## src/rtl/snowbro2_pkg.sv

```systemverilog
// rtl/snowbro2_pkg.sv - shared constants, FSM state type and address helper for snowbro2 arbiters
package snowbro2_pkg;

  localparam int NREQ = 4;
  localparam int AW   = 22;
  localparam int DW   = 32;

  localparam logic [1:0] REQ_GFX  = 2'd0;
  localparam logic [1:0] REQ_SCR0 = 2'd1;
  localparam logic [1:0] REQ_SCR1 = 2'd2;
  localparam logic [1:0] REQ_SCR2 = 2'd3;

  typedef enum logic [1:0] {
    ST_IDLE,
    ST_REQ,
    ST_DAT0,
    ST_DAT1
  } gfx_state_e;

  // 32-bit word address to 16-bit SDRAM word address, wrapping within the bank
  function automatic logic [AW-1:0] ba_word_addr(input logic [AW-1:0] offset,
                                                 input logic [AW-2:0] word_addr);
    return offset + {word_addr, 1'b0};
  endfunction

endpackage

```

## src/rtl/snowbro2_rr_pick.sv

```systemverilog
// rtl/snowbro2_rr_pick.sv - combinational round-robin pick over four needs starting at ptr
module snowbro2_rr_pick
  import snowbro2_pkg::*;
(
  input  logic [NREQ-1:0] need,
  input  logic [1:0]      ptr,
  output logic [1:0]      grant,
  output logic            any
);

  logic [1:0] idx;

  // Walk from the farthest slot back to ptr so the closest needing slot wins.
  always_comb begin
    grant = ptr;
    any   = 1'b0;
    idx   = ptr;
    for (int k = NREQ - 1; k >= 0; k--) begin
      idx = ptr + 2'(k);
      if (need[idx]) begin
        grant = idx;
        any   = 1'b1;
      end
    end
  end

endmodule

```

## src/rtl/snowbro2_gfx_arbiter.sv

```systemverilog
// rtl/snowbro2_gfx_arbiter.sv - round-robin SDRAM read arbiter with one-entry cache per gfx requester
module snowbro2_gfx_arbiter
  import snowbro2_pkg::*;
#(
  parameter logic [AW-1:0] OFFSET = 22'h0
) (
  input  logic               CLK,
  input  logic               RESET,
  input  logic [NREQ-1:0]    REQ_CS,
  input  logic [NREQ*AW-1:0] REQ_ADDR,
  output logic [NREQ-1:0]    REQ_OK,
  output logic [NREQ*DW-1:0] REQ_DOUT,
  output logic [AW-1:0]      BA_ADDR,
  output logic               BA_RD,
  input  logic               BA_ACK,
  input  logic               BA_DOK,
  input  logic               BA_RDY,
  input  logic [15:0]        DATA_READ
);

  gfx_state_e      state_q, state_d;
  logic [1:0]      ptr_q, ptr_d;
  logic [1:0]      gnt_q, gnt_d;
  logic [AW-1:0]   addr_l_q, addr_l_d;
  logic [AW-1:0]   ba_addr_q, ba_addr_d;
  logic [15:0]     lo_q, lo_d;
  logic [NREQ-1:0] valid_q, valid_d;
  logic [AW-1:0]   tag_q  [NREQ];
  logic [AW-1:0]   tag_d  [NREQ];
  logic [DW-1:0]   data_q [NREQ];
  logic [DW-1:0]   data_d [NREQ];

  logic [AW-1:0]   req_addr [NREQ];
  logic [NREQ-1:0] hit;
  logic [NREQ-1:0] need;
  logic [1:0]      pick;
  logic            pick_any;
  logic            fill_en;
  logic [DW-1:0]   fill_word;

  always_comb begin
    for (int i = 0; i < NREQ; i++) begin
      req_addr[i] = REQ_ADDR[i*AW +: AW];
      hit[i]      = REQ_CS[i] & valid_q[i] & (tag_q[i] == req_addr[i]);
      need[i]     = REQ_CS[i] & ~hit[i];
    end
  end

  always_comb begin
    REQ_DOUT = '0;
    for (int i = 0; i < NREQ; i++) begin
      REQ_DOUT[i*DW +: DW] = data_q[i];
    end
  end

  assign REQ_OK  = hit;
  assign BA_RD   = (state_q == ST_REQ);
  assign BA_ADDR = ba_addr_q;

  snowbro2_rr_pick u_pick (
    .need  (need),
    .ptr   (ptr_q),
    .grant (pick),
    .any   (pick_any)
  );

  always_comb begin
    state_d   = state_q;
    ptr_d     = ptr_q;
    gnt_d     = gnt_q;
    addr_l_d  = addr_l_q;
    ba_addr_d = ba_addr_q;
    lo_d      = lo_q;
    valid_d   = valid_q;
    tag_d     = tag_q;
    data_d    = data_q;
    fill_en   = 1'b0;
    fill_word = '0;

    case (state_q)
      ST_IDLE: begin
        if (pick_any) begin
          gnt_d     = pick;
          ptr_d     = pick + 2'd1;
          addr_l_d  = req_addr[pick];
          ba_addr_d = ba_word_addr(OFFSET, req_addr[pick][AW-2:0]);
          state_d   = ST_REQ;
        end
      end
      ST_REQ: begin
        if (BA_ACK) begin
          // A word arriving with the ack is already word 0 of the burst.
          if (BA_DOK) begin
            lo_d = DATA_READ;
            if (BA_RDY) begin
              fill_en   = 1'b1;
              fill_word = {16'h0, DATA_READ};
              state_d   = ST_IDLE;
            end else begin
              state_d = ST_DAT1;
            end
          end else begin
            state_d = ST_DAT0;
          end
        end
      end
      ST_DAT0: begin
        if (BA_DOK) begin
          lo_d = DATA_READ;
          if (BA_RDY) begin
            fill_en   = 1'b1;
            fill_word = {16'h0, DATA_READ};
            state_d   = ST_IDLE;
          end else begin
            state_d = ST_DAT1;
          end
        end
      end
      ST_DAT1: begin
        if (BA_DOK) begin
          fill_en   = 1'b1;
          fill_word = {DATA_READ, lo_q};
          state_d   = ST_IDLE;
        end
      end
      default: state_d = ST_IDLE;
    endcase

    // The fill always uses the address latched at grant, even if the requester moved on.
    if (fill_en) begin
      data_d[gnt_q]  = fill_word;
      tag_d[gnt_q]   = addr_l_q;
      valid_d[gnt_q] = 1'b1;
    end
  end

  always_ff @(posedge CLK or negedge RESET) begin
    if (!RESET) begin
      state_q   <= ST_IDLE;
      ptr_q     <= 2'd0;
      gnt_q     <= 2'd0;
      addr_l_q  <= '0;
      ba_addr_q <= '0;
      lo_q      <= '0;
      valid_q   <= '0;
      for (int i = 0; i < NREQ; i++) begin
        tag_q[i]  <= '0;
        data_q[i] <= '0;
      end
    end else begin
      state_q   <= state_d;
      ptr_q     <= ptr_d;
      gnt_q     <= gnt_d;
      addr_l_q  <= addr_l_d;
      ba_addr_q <= ba_addr_d;
      lo_q      <= lo_d;
      valid_q   <= valid_d;
      for (int i = 0; i < NREQ; i++) begin
        tag_q[i]  <= tag_d[i];
        data_q[i] <= data_d[i];
      end
    end
  end

endmodule
```

## config.mk

```make
export PLATFORM = sky130hd
export DESIGN_NAME = snowbro2_gfx_arbiter
export DESIGN_NICKNAME = d
export VERILOG_FILES = /design/src/rtl/snowbro2_pkg.sv /design/src/rtl/snowbro2_rr_pick.sv /design/src/rtl/snowbro2_gfx_arbiter.sv
export SDC_FILE = /design/constraint.sdc
export NUM_CORES = 1
export LEC_CHECK = 0
export CAP_MARGIN = 5
export CORE_MARGIN = 5
export CORE_UTILIZATION = 40
export DETAILED_ROUTE_END_ITERATION = 8
export HOLD_SLACK_MARGIN = 0.03
export PLACE_DENSITY_LB_ADDON = 0.12
export SLEW_MARGIN = 5
export SYNTH_ARGS = -nofsm -noshare
export SYNTH_HDL_FRONTEND = slang
export SYNTH_HIERARCHICAL = 1
export SYNTH_SLANG_ARGS = --single-unit
```

## constraint.sdc

```tcl
create_clock -name CLK -period 4.39 [get_ports CLK]
set_clock_uncertainty 0.15 [all_clocks]
set_input_delay 1.317 -clock CLK [delete_from_list [all_inputs] [get_ports CLK]]
set_output_delay 1.317 -clock CLK [all_outputs]
set_load 0.05 [all_outputs]
```

==> qor.csv, run 1 <==
stage;metric;value;unit
finish;nets@finish;1226;
critical_path;worst reg2reg path endpoint;addr_l_q[11];
cts;htree depth;1;
synthesis;sequential element share of the synthesized area;53.87;%
finish;Area Growth Syn to Fin;36.88;%
timing;count of final setup violators;0;
synthesis;Most used DFF post-synth;dfrtp_1;
timing;worst slew pin tran;814.8;ps
critical_path;Required @ worst endpoint;2920;ps
global_route;Congestion Overflow GR;0;
route;post-route ant nets;0;
synthesis;Synth area leader;dfrtp_1;
synthesis;main combinational cell family by area after synthesis;multiplexers;
synthesis;Synth Cell Area;0.01226;mm2
synthesis;Mapped Nets;931;
route;routed wire length;34750;um
critical_path;Crit. Startpoint;REQ_ADDR[7];
floorplan;Die H;185.1;um
finish;Antenna Diode Count;0;
cts;CTS Buffer Depth;3;
synthesis;mux contribution to synthesized area;29.21;%
synthesis;Synth Area per Inst;14.99;um2
cts;Clock transition at path regs;60;ps
route;routed length per instance;22.68;um
outcome;status;completed;
floorplan;Die X;185.1;um
cts;Inserted Clock Buffers;30;
power_and_ir_drop;peak supply drop;0.0005068;V
global_route;initial antenna violation count;0;
synthesis;post-synthesis xor/xnor area fraction;6.356;%
floorplan;core area;0.03043;mm2
placement;post-place instance area;0.01558;mm2
finish;layout cells sized above 1;39.08;%
critical_path;critical path arrival;2890;ps
cts;Worst-Skew Late Latency;550;ps
cts;CTS tree;built;
route;Residual DRC;0;
critical_path;R2R Setup Slk;810;ps
cts;CTS sink count;264;
global_route;Total GRT Usage;20.14;%
synthesis;Post-synth EDFFs;0;
timing;Hold Slack;320.8;ps
worst_hold_path;min-delay worst type;register to register;
synthesis;share of the synthesized area in the top cell type;53.87;%
synthesis;Synth area leaders;dfrtp_1 (54%), mux2_2 (19%), mux2_4 (6.0%);
synthesis;warnings from Yosys;6;
finish;post-route design area;0.01679;mm2
flow_run;maximum capacitance violations;0;
cts;clk root buf;clkbuf_16;
floorplan;initial core utilization;40.30;%
global_route;largest net degree at the start of global routing;79;
timing;Hold Fails Final Rpt;0;
placement;Buffers on Ports;266;
timing;Tmin final;4357;ps
route;Iter 0 DRT Violations;367;
synthesis;Post-Synth Adder-Cell Area;0;%
timing;max-slew violations;0;
critical_path;Max Fanout on Critical Path;2;
synthesis;Syn Inst Count;818;
route;Vias/cell;5.060;
synthesis;synthesized flop and latch total;264;
global_route;first-pass GRT wire length;53110;um
synthesis;ys async rst share;100.0;%
critical_path;r2r worst-path depth;12;
critical_path;end of the critical path;REQ_OK[0];
floorplan;Die ar.;0.03426;mm2
critical_path;critical path class;primary input to output port;
placement;DP HPWL;24700;um
floorplan;IO Count;268;
route;total number of vias;7752;
route;Pre-Repair DR Iteration Count;4;
synthesis;Simple-Gate Fraction of Synth Area;4.224;%
power_and_ir_drop;leakage;7.629;nW
synthesis;Compound-Gate Fraction of Synth Area;2.255;%
critical_path;crit path launch type;primary input;
power_and_ir_drop;pwr dens;804.4;mW/mm2
cts;cts hold-fix bufs;0;
synthesis;post-synthesis cell type count;47;
placement;gpl congestion;0.8216;
timing;Fmax achieved;229.5;MHz
global_route;vias in the first global route;8588;
timing;Max transition margin;45.55;%
critical_path;CP endpoint kind;output port;
floorplan;Rows;64;
critical_path;launch point of the worst reg-to-reg path;tag_q[77];
timing;period utilization;99.26;%
cell families after synthesis:
family	Yosys count
other cells	1
mux	280
simple gates	85
xor+xnor	89
buf+inv	67
flops	264
compound gates	32
synth_stat cells (2+ instances only):
| master | number |
|---|---|
| a21oi_1 | 4 |
| a22o_1 | 16 |
| a41oi_1 | 2 |
| and2_1 | 16 |
| and2b_2 | 2 |
| and4_1 | 2 |
| buf_1 | 3 |
| buf_12 | 5 |
| buf_2 | 17 |
| buf_4 | 24 |
| buf_6 | 7 |
| clkbuf_1 | 7 |
| dfrtp_1 | 264 |
| inv_1 | 4 |
| mux2_2 | 207 |
| mux2_4 | 49 |
| mux2i_1 | 2 |
| mux4_2 | 22 |
| nand2_1 | 9 |
| nand2b_1 | 3 |
| nand3_1 | 6 |
| nand3b_1 | 2 |
| nand4_1 | 10 |
| nor2_1 | 7 |
| nor3_1 | 5 |
| nor3b_1 | 2 |
| nor4_1 | 8 |
| o21ai_0 | 2 |
| o31a_1 | 2 |
| or2_2 | 3 |
| or4_1 | 3 |
| xnor2_1 | 49 |
| xor2_1 | 40 |
area by class of cell:
| type | count | area, um2 |
|---|---|---|
| Fill cell | 2569 | 13640 |
| Clock buffer | 41 | 872.1 |
| Inverter | 4 | 15.01 |
| Sequential cell | 264 | 6606 |
| Clock inverter | 14 | 131.4 |
| Multi-Input combinational cell | 487 | 5428 |
| Timing Repair Buffer | 326 | 3238 |
| Tap cell | 396 | 495.5 |
routing by layer:
metal	up-vias	global-route usage [%]	routed length (um)
li1	3488	-	-
met1	3984	26.86	14830
met2	248	32.65	16240
met3	32	6.913	3113
met4	0	3.435	561
met5	-	0	0
placed cells by master, fill, tap and decap left out, types with 3 or more instances in the layout:
cell and instances:
a21oi_1 4, a22o_1 16, and2_1 16, buf_12 15, buf_4 49, clkbuf_1 3, clkbuf_16 30, clkbuf_8 8
clkdlybuf4s50_1 196, clkinv_2 11, dfrtp_1 264, dlygate4sd2_1 54, dlymetal6s2s_1 8, inv_1 4, mux2_2 207, mux2_4 49
mux4_2 22, nand2_1 8, nand2b_1 3, nand3_1 6, nand4_1 10, nor2_1 7, nor3_1 3, nor4_1 5
or2_2 3, xnor2_1 30, xnor2_2 19, xor2_1 35, xor2_2 5
report_power, final:
part           switching, mW  internal (mW)  leakage (nW)
Combinational           3.66           2.92          3.74
Clock                   1.02           1.50         0.509
Sequential             0.865           3.55          3.38
repair_timing:
item,CTS,global route
hold endpoints to repair,0,0
setup endpoints to repair,26,24
pin swaps,34,18
buffers inserted,1,2
gates resized for setup,89,18
worst max-delay path, cell delays in order:
cell,delay (ps)
dlygate4sd2_1,260
xor2_1,160
nor4_1,290
buf_4,170
nand4_1,190
nor3_2,240
buf_4,140
buf_12,130
sequential cells by signal, indices dropped and copies added, names as in the netlist:
register / cells
valid_q: 4
lo_q: 16
ptr_q: 2
tag_q: 88
gnt_q: 2
addr_l_q: 22
REQ_DOUT: 128
state_q: 2
through the flow:
stage          power [mW]  TNS, ps  util, %  std cells  setup slack [ps]
2_1_floorplan       8.755   -184.8        -        818            -184.8
3_3_place_gp        10.87   -14130    51.21       1475            -574.9
3_5_place_dp        10.94   -14870    51.21       1475            -621.1
4_1_cts             13.64        0    54.96       1530            0.3964
5_1_grt             14.17   -76.49    55.16       1532            -76.49
6_report            13.50        0    55.16       1532             32.65
worst min path at each step:
stage	from	to	slack, ps	depth (start not counted)
floorplan	valid_q[0]	valid_q[0]	280	1
global placement	valid_q[0]	valid_q[0]	300	1
detailed placement	valid_q[3]	valid_q[3]	310	1
CTS	valid_q[3]	valid_q[3]	320	1
global route	valid_q[3]	valid_q[3]	340	1
finish	valid_q[3]	valid_q[3]	320	1
Note: power is estimated with default switching activity, not from simulation.
==> run 2: changes to the inputs <==
GPL_TIMING_DRIVEN = 0   (was unset)
==> run 2 against run 1 <==
Power increased by 3.7%. Critical path depth decreased by 2. First-iteration DRC count up 0.27%. Worst hold slack improved by 6.0 ps. Sequential power is essentially flat. Global-route usage is 0.40 points higher. Clock power grew 9.1%. Count of clock-buffer cells in the layout rose by 2. Final cell count rose by 0.91%. Critical path type unchanged. Largest cell class unchanged.
==> qor.csv, run 2 (synthesized netlist as in run 1, its figures left out) <==
stage;metric;value;unit;change
finish;most frequent cells in the layout;dfrtp_1 (264), mux2_2 (207), clkdlybuf4s50_1 (206), mux2_4 (49), dlygate4sd2_1 (43);;was dfrtp_1 (264), mux2_2 (207), clkdlybuf4s50_1 (196), dlygate4sd2_1 (54)
route;Residual DRC;0;;unchanged
cts;cts hold-fix bufs;0;;unchanged
route;total number of vias;7739;;was 7752
finish;storage element area;0.006606;mm2;unchanged
worst_hold_path;min-delay worst type;register to register;;unchanged
finish;multi-input logic area;0.005540;mm2;was 0.005428 mm2
cts;CTS tree;built;;unchanged
timing;accumulated negative setup slack;0;ps;unchanged
finish;max reg flops;128;;unchanged
finish;Area Growth Syn to Fin;39.72;%;was 36.88%
timing;Max transition margin;38.62;%;was 45.55%
power_and_ir_drop;pwr dens;817.6;mW/mm2;was 804.4 mW/mm2
power_and_ir_drop;total power;14.01;mW;was 13.50 mW
cts;clk root buf;clkbuf_16;;unchanged
cts;htree depth;1;;unchanged
worst_hold_path;Hold Startpoint;valid_q[3];;unchanged
timing;period utilization;99.73;%;was 99.26%
finish;post-route design area;0.01713;mm2;was 0.01679 mm2
route;Iter 0 DRT Violations;368;;was 367
route;M1 WL;14580;um;was 14830 um
global_route;Total GRT Usage;20.53;%;was 20.14%
route;Detail Route met2 WL;16940;um;was 16240 um
timing;max-slew violations;0;;unchanged
floorplan;Rows;64;;unchanged
critical_path;critical path class;primary input to output port;;unchanged
cts;CTS sink count;264;;unchanged
route;Pre-Repair DR Iteration Count;4;;unchanged
global_route;Congestion Overflow GR;0;;unchanged
global_route;initial antenna violation count;0;;unchanged
outcome;status;completed;;unchanged
placement;gpl congestion;0.8105;;was 0.8216
route;DR WL met3;3263;um;was 3113 um
finish;Antenna Diode Count;0;;unchanged
floorplan;core area;0.03043;mm2;unchanged
finish;layout cells sized above 1;40.52;%;was 39.08%
critical_path;crit-path cells;dlygate4sd2_1 -> xnor2_2 -> nand4_1 -> nor4_4 -> and4_4 -> buf_8;;was dlygate4sd2_1 -> xor2_1 -> nor4_1 -> buf_4 -> nand4_1 -> nor3_2 -> buf_4 -> buf_12
timing;Tmin final;4378;ps;was 4357 ps
power_and_ir_drop;peak supply drop;0.0004841;V;was 0.0005068 V
global_route;largest net degree at the start of global routing;111;;was 79
cts;Clock transition at path regs;60;ps;about the same
critical_path;CP endpoint kind;output port;;unchanged
critical_path;Slowest-stage cell, CP;nor4_4;;was nor4_1
cts;Inserted Clock Buffers;30;;unchanged
power_and_ir_drop;leakage;7.841;nW;was 7.629 nW
flow_run;maximum capacitance violations;0;;unchanged
critical_path;CP peak stage delay;360;ps;was 290 ps
floorplan;IO Count;268;;unchanged
cts;CTS Buffer Depth;3;;unchanged
critical_path;critical path arrival;2910;ps;was 2890 ps
route;Vias/cell;5.006;;was 5.060
route;top sig layer;met4;;unchanged
critical_path;launch point of the worst reg-to-reg path;tag_q[3];;was tag_q[77]
placement;DP HPWL;25740;um;was 24700 um
global_route;first-pass GRT wire length;53440;um;was 53110 um
critical_path;Buf+Inv Stages, Crit Path;2;;was 4
route;post-route ant nets;0;;unchanged
global_route;vias in the first global route;8468;;was 8588
finish;final core occ;56.31;%;was 55.16%
route;routed wire length;35360;um;was 34750 um
floorplan;Die ar.;0.03426;mm2;unchanged
timing;count of final setup violators;0;;unchanged
critical_path;Worst path top cell family by delay;simple AND/OR/NAND/NOR gates;;unchanged
finish;nets@finish;1241;;was 1226
critical_path;Required @ worst endpoint;2920;ps;about the same
route;routed length per instance;22.87;um;was 22.68 um
finish;Fill cells;2566;;was 2569
floorplan;initial core utilization;40.30;%;unchanged
timing;Fmax achieved;228.4;MHz;was 229.5 MHz
floorplan;Die H;185.1;um;unchanged
timing;Hold Fails Final Rpt;0;;unchanged
placement;Buffers on Ports;265;;was 266
critical_path;Max Fanout on Critical Path;2;;unchanged
finish;most common cell after layout, fill and taps aside;dfrtp_1;;unchanged
critical_path;crit path launch type;primary input;;unchanged
cts;Worst-Skew Late Latency;540;ps;was 550 ps
critical_path;Crit. Startpoint;REQ_ADDR[27];;was REQ_ADDR[7]
timing;worst slew pin tran;915.7;ps;was 814.8 ps
placement;post-place instance area;0.01548;mm2;was 0.01558 mm2
floorplan;Die X;185.1;um;unchanged
run 2: through the flow:
| step | hold slack [ps] | instances | setup WS [ps] |
|---|---|---|---|
| 2_1_floorplan | 284.3 | 818 | -184.8 |
| 3_3_place_gp | 311.7 | 1479 | -10220 |
| 3_5_place_dp | 313.6 | 1481 | -1309 |
| 4_1_cts | 327.9 | 1539 | 0.5940 |
| 5_1_grt | 339.5 | 1546 | -3.890 |
| 6_report | 326.8 | 1546 | 12.05 |
run 2: worst paths after layout:
| path | endpoint | slack, ps | depth (start not counted) |
|---|---|---|---|
| worst max-delay path | REQ_OK[1] | 10 | 6 |
| worst min-delay path | valid_q[3] | 330 | 1 |
| worst max register to register | addr_l_q[11] | 840 | 13 |
| worst min register to register | valid_q[3] | 330 | 1 |
| max in group asynchronous | REQ_DOUT[115] | 2510 | 2 |
| min in group asynchronous | tag_q[77] | 580 | 1 |
run 2: cell type report:
class,count,area share [%]
flip-flops and latches,264,38.56
repair buffers,279,16.51
inverters,4,0.08763
well taps,396,2.892
clock buffers,43,5.199
clock inverters,11,1.220
plain buffers,62,3.198
multi-input cells,487,32.34
run 2: per-layer routing:
| metal | global-route usage (%) | vias up |
|---|---|---|
| met3 | 6.736 | 43 |
| li1 | - | 3523 |
| met1 | 26.91 | 3931 |
| met2 | 33.96 | 242 |
| met4 | 3.729 | 0 |
| met5 | 0 | - |
run 2: power breakdown:
part,internal [mW],switching (mW)
Combinational,3.10,3.78
Sequential,3.55,0.832
Clock,1.75,0.999
Total,8.40,5.61
run 2: repair_timing:
action | 4_1_cts | 5_1_grt
cloned | 0 | 2
endpoints found under the setup margin | 28 | 24
setup buffers | 5 | 5
gates resized for setup | 137 | 26
pin swaps | 46 | 20
==> run 3: changes to the inputs <==
CORE_UTILIZATION = 32   (was 40)
==> run 3 against run 2 <==
Clock power is 9.5% lower. Sequential power about the same. Die area up 24%. Register-to-register slack worse by 90 ps. Worst hold slack lost 1.1 ps. Combinational power down 0.7%. Critical path type unchanged. Largest power group unchanged.
==> qor.csv, run 3 (synthesized netlist as in run 1, its figures left out) <==
stage;metric;value;unit;change
outcome;status;completed;;unchanged
floorplan;Die H;205.8;um;was 185.1 um
floorplan;initial core utilization;32.48;%;was 40.30%
route;Pre-Repair DR Iteration Count;4;;unchanged
cts;Inserted Clock Buffers;31;;was 30
route;Residual DRC;0;;unchanged
route;post-route ant nets;0;;unchanged
finish;most common cell after layout, fill and taps aside;dfrtp_1;;unchanged
finish;nets@finish;1237;;was 1241
placement;pre-CTS setup slack;-1361;ps;was -1309 ps
finish;Antenna Diode Count;0;;unchanged
critical_path;crit-path cells;clkdlybuf4s50_1 -> xor2_1 -> nor4_2 -> nand2_1 -> nor3_4 -> buf_6;;was dlygate4sd2_1 -> xnor2_2 -> nand4_1 -> nor4_4 -> and4_4 -> buf_8
timing;Hold Fails Final Rpt;0;;unchanged
finish;max reg flops;128;;unchanged
cts;CTS sink count;264;;unchanged
critical_path;worst reg2reg path endpoint;addr_l_q[4];;was addr_l_q[11]
critical_path;r2r worst-path depth;10;;was 13
timing;max-slew violations;0;;unchanged
finish;most frequent cells in the layout;dfrtp_1 (264), mux2_2 (207), clkdlybuf4s50_1 (201), mux2_4 (49), dlygate4sd2_1 (44);;was dfrtp_1 (264), mux2_2 (207), clkdlybuf4s50_1 (206), mux2_4 (49), dlygate4sd2_1 (43)
route;total number of vias;7862;;was 7739
cts;CTS tree;built;;unchanged
critical_path;critical path class;primary input to output port;;unchanged
critical_path;CP peak stage delay;440;ps;was 360 ps
cts;cts hold-fix bufs;0;;unchanged
cts;Worst-Skew Late Latency;560;ps;was 540 ps
finish;Area Growth Syn to Fin;39.06;%;was 39.72%
critical_path;CP endpoint kind;output port;;unchanged
floorplan;Die ar.;0.04234;mm2;was 0.03426 mm2
route;Iter 0 DRT Violations;224;;was 368
timing;count of final setup violators;0;;unchanged
worst_hold_path;Hold Startpoint;valid_q[3];;unchanged
power_and_ir_drop;pwr dens;804.8;mW/mm2;was 817.6 mW/mm2
timing;Hold Slack;325.6;ps;was 326.8 ps
timing;period utilization;98.80;%;was 99.73%
timing;RSZ-0062 raised after global routing;no;;
critical_path;Crit. Startpoint;REQ_ADDR[84];;was REQ_ADDR[27]
floorplan;core area;0.03776;mm2;was 0.03043 mm2
cts;Clock transition at path regs;60;ps;about the same
timing;Fmax achieved;230.6;MHz;was 228.4 MHz
cts;htree depth;1;;unchanged
worst_hold_path;min-delay worst type;register to register;;unchanged
critical_path;Required @ worst endpoint;2920;ps;about the same
critical_path;R2R Setup Slk;750;ps;was 840 ps
global_route;vias in the first global route;8695;;was 8468
critical_path;end of the critical path;REQ_OK[3];;was REQ_OK[1]
critical_path;critical path arrival;2870;ps;was 2910 ps
floorplan;Die X;205.8;um;was 185.1 um
timing;Max transition margin;30.09;%;was 38.62%
power_and_ir_drop;peak supply drop;0.0004321;V;was 0.0004841 V
route;routed length per instance;23.32;um;was 22.87 um
global_route;first-pass GRT wire length;57620;um;was 53440 um
placement;Buffers on Ports;265;;unchanged
placement;gpl congestion;0.7961;;was 0.8105
critical_path;launch point of the worst reg-to-reg path;tag_q[66];;was tag_q[3]
timing;final setup margin;52.60;ps;was 12.05 ps
timing;worst slew pin tran;1043;ps;was 915.7 ps
finish;layout cells sized above 1;39.84;%;was 40.52%
finish;final core occ;45.17;%;was 56.31%
power_and_ir_drop;leakage;7.716;nW;was 7.841 nW
floorplan;Rows;71;;was 64
flow_run;maximum capacitance violations;0;;unchanged
global_route;Congestion Overflow GR;0;;unchanged
placement;DP HPWL;28580;um;was 25740 um
cts;clk root buf;clkbuf_16;;unchanged
critical_path;Slowest-stage cell, CP;clkdlybuf4s50_1;;was nor4_4
global_route;largest net degree at the start of global routing;86;;was 111
critical_path;Max Fanout on Critical Path;2;;unchanged
route;routed wire length;38670;um;was 35360 um
global_route;Total GRT Usage;18.14;%;was 20.53%
critical_path;crit path launch type;primary input;;unchanged
route;Vias/cell;4.742;;was 5.006
timing;Tmin final;4337;ps;was 4378 ps
global_route;initial antenna violation count;0;;unchanged
cts;CTS Buffer Depth;3;;unchanged
floorplan;IO Count;268;;unchanged
[run 3: changes by cell type in the layout (fill, tap and decap cells not counted), sizes merged]
cell	before	now
clkbuf	52	60
bufinv	6	1
clkdlybuf4s50	206	201
buf	73	69
clkdlybuf4s15	0	1
dlygate4sd2	43	44
inv	4	5
[run 3: worst min-delay path by stage]
stage	slack, ps	cells past startpoint	to
final	330	1	valid_q[3]
after global routing	350	1	valid_q[3]
after CTS	320	1	valid_q[3]
after detailed placement	310	1	valid_q[3]
after global placement	300	1	valid_q[3]
after floorplan	280	1	valid_q[0]
[run 3: per-stage QoR]
| stage | cells | power, mW | instance area (um2) | setup TNS [ps] |
|---|---|---|---|---|
| global route | 1658 | 14.40 | 17050 | 0 |
| global placement | 1594 | 11.02 | 15560 | -2810610 |
| detailed placement | 1597 | 11.08 | 15650 | -35680 |
| floorplan | 818 | 8.755 | 12270 | -184.8 |
| finish | 1658 | 13.72 | 17050 | 0 |
| CTS | 1657 | 13.85 | 16980 | 0 |
[run 3: where the power goes]
group          internal [mW]  switching [mW]  total, mW
sequential              3.55           0.852       4.40
combinational           3.01            3.82       6.83
clock                   1.47            1.02       2.49
total                   8.03            5.69       13.7
[run 3: what timing repair did]
item	CTS	global route
pin swaps	52	20
endpoints found under the setup margin	29	24
setup buffers	5	1
hold endpoints to repair	0	0
gates resized for setup	139	32
[run 3: final cells by class]
class,instances,area [um2]
Sequential cell,264,6606
Tap cell,511,639.4
Timing Repair Buffer,274,2748
Buffer,62,533.0
Inverter,4,15.01
Clock inverter,7,63.81
Clock buffer,49,913.4
Fill cell,3472,20700
Multi-Input combinational cell,487,5534
[run 3: worst max-delay path, delay by kind of cell]
family / cells / cell delay [ps]
AND/OR/NAND/NOR: 3 / 720
buffers and inverters: 2 / 630
XOR/XNOR: 1 / 200
[run 3: metal layers]
metal | track usage (%) | part of all wire (%) | up-vias
met5 | 0 | 0 | -
met4 | 4.139 | 1.7 | 0
met3 | 6.115 | 8.6 | 47
met2 | 28.24 | 46 | 223
met1 | 24.63 | 44 | 4069
li1 | - | - | 3523
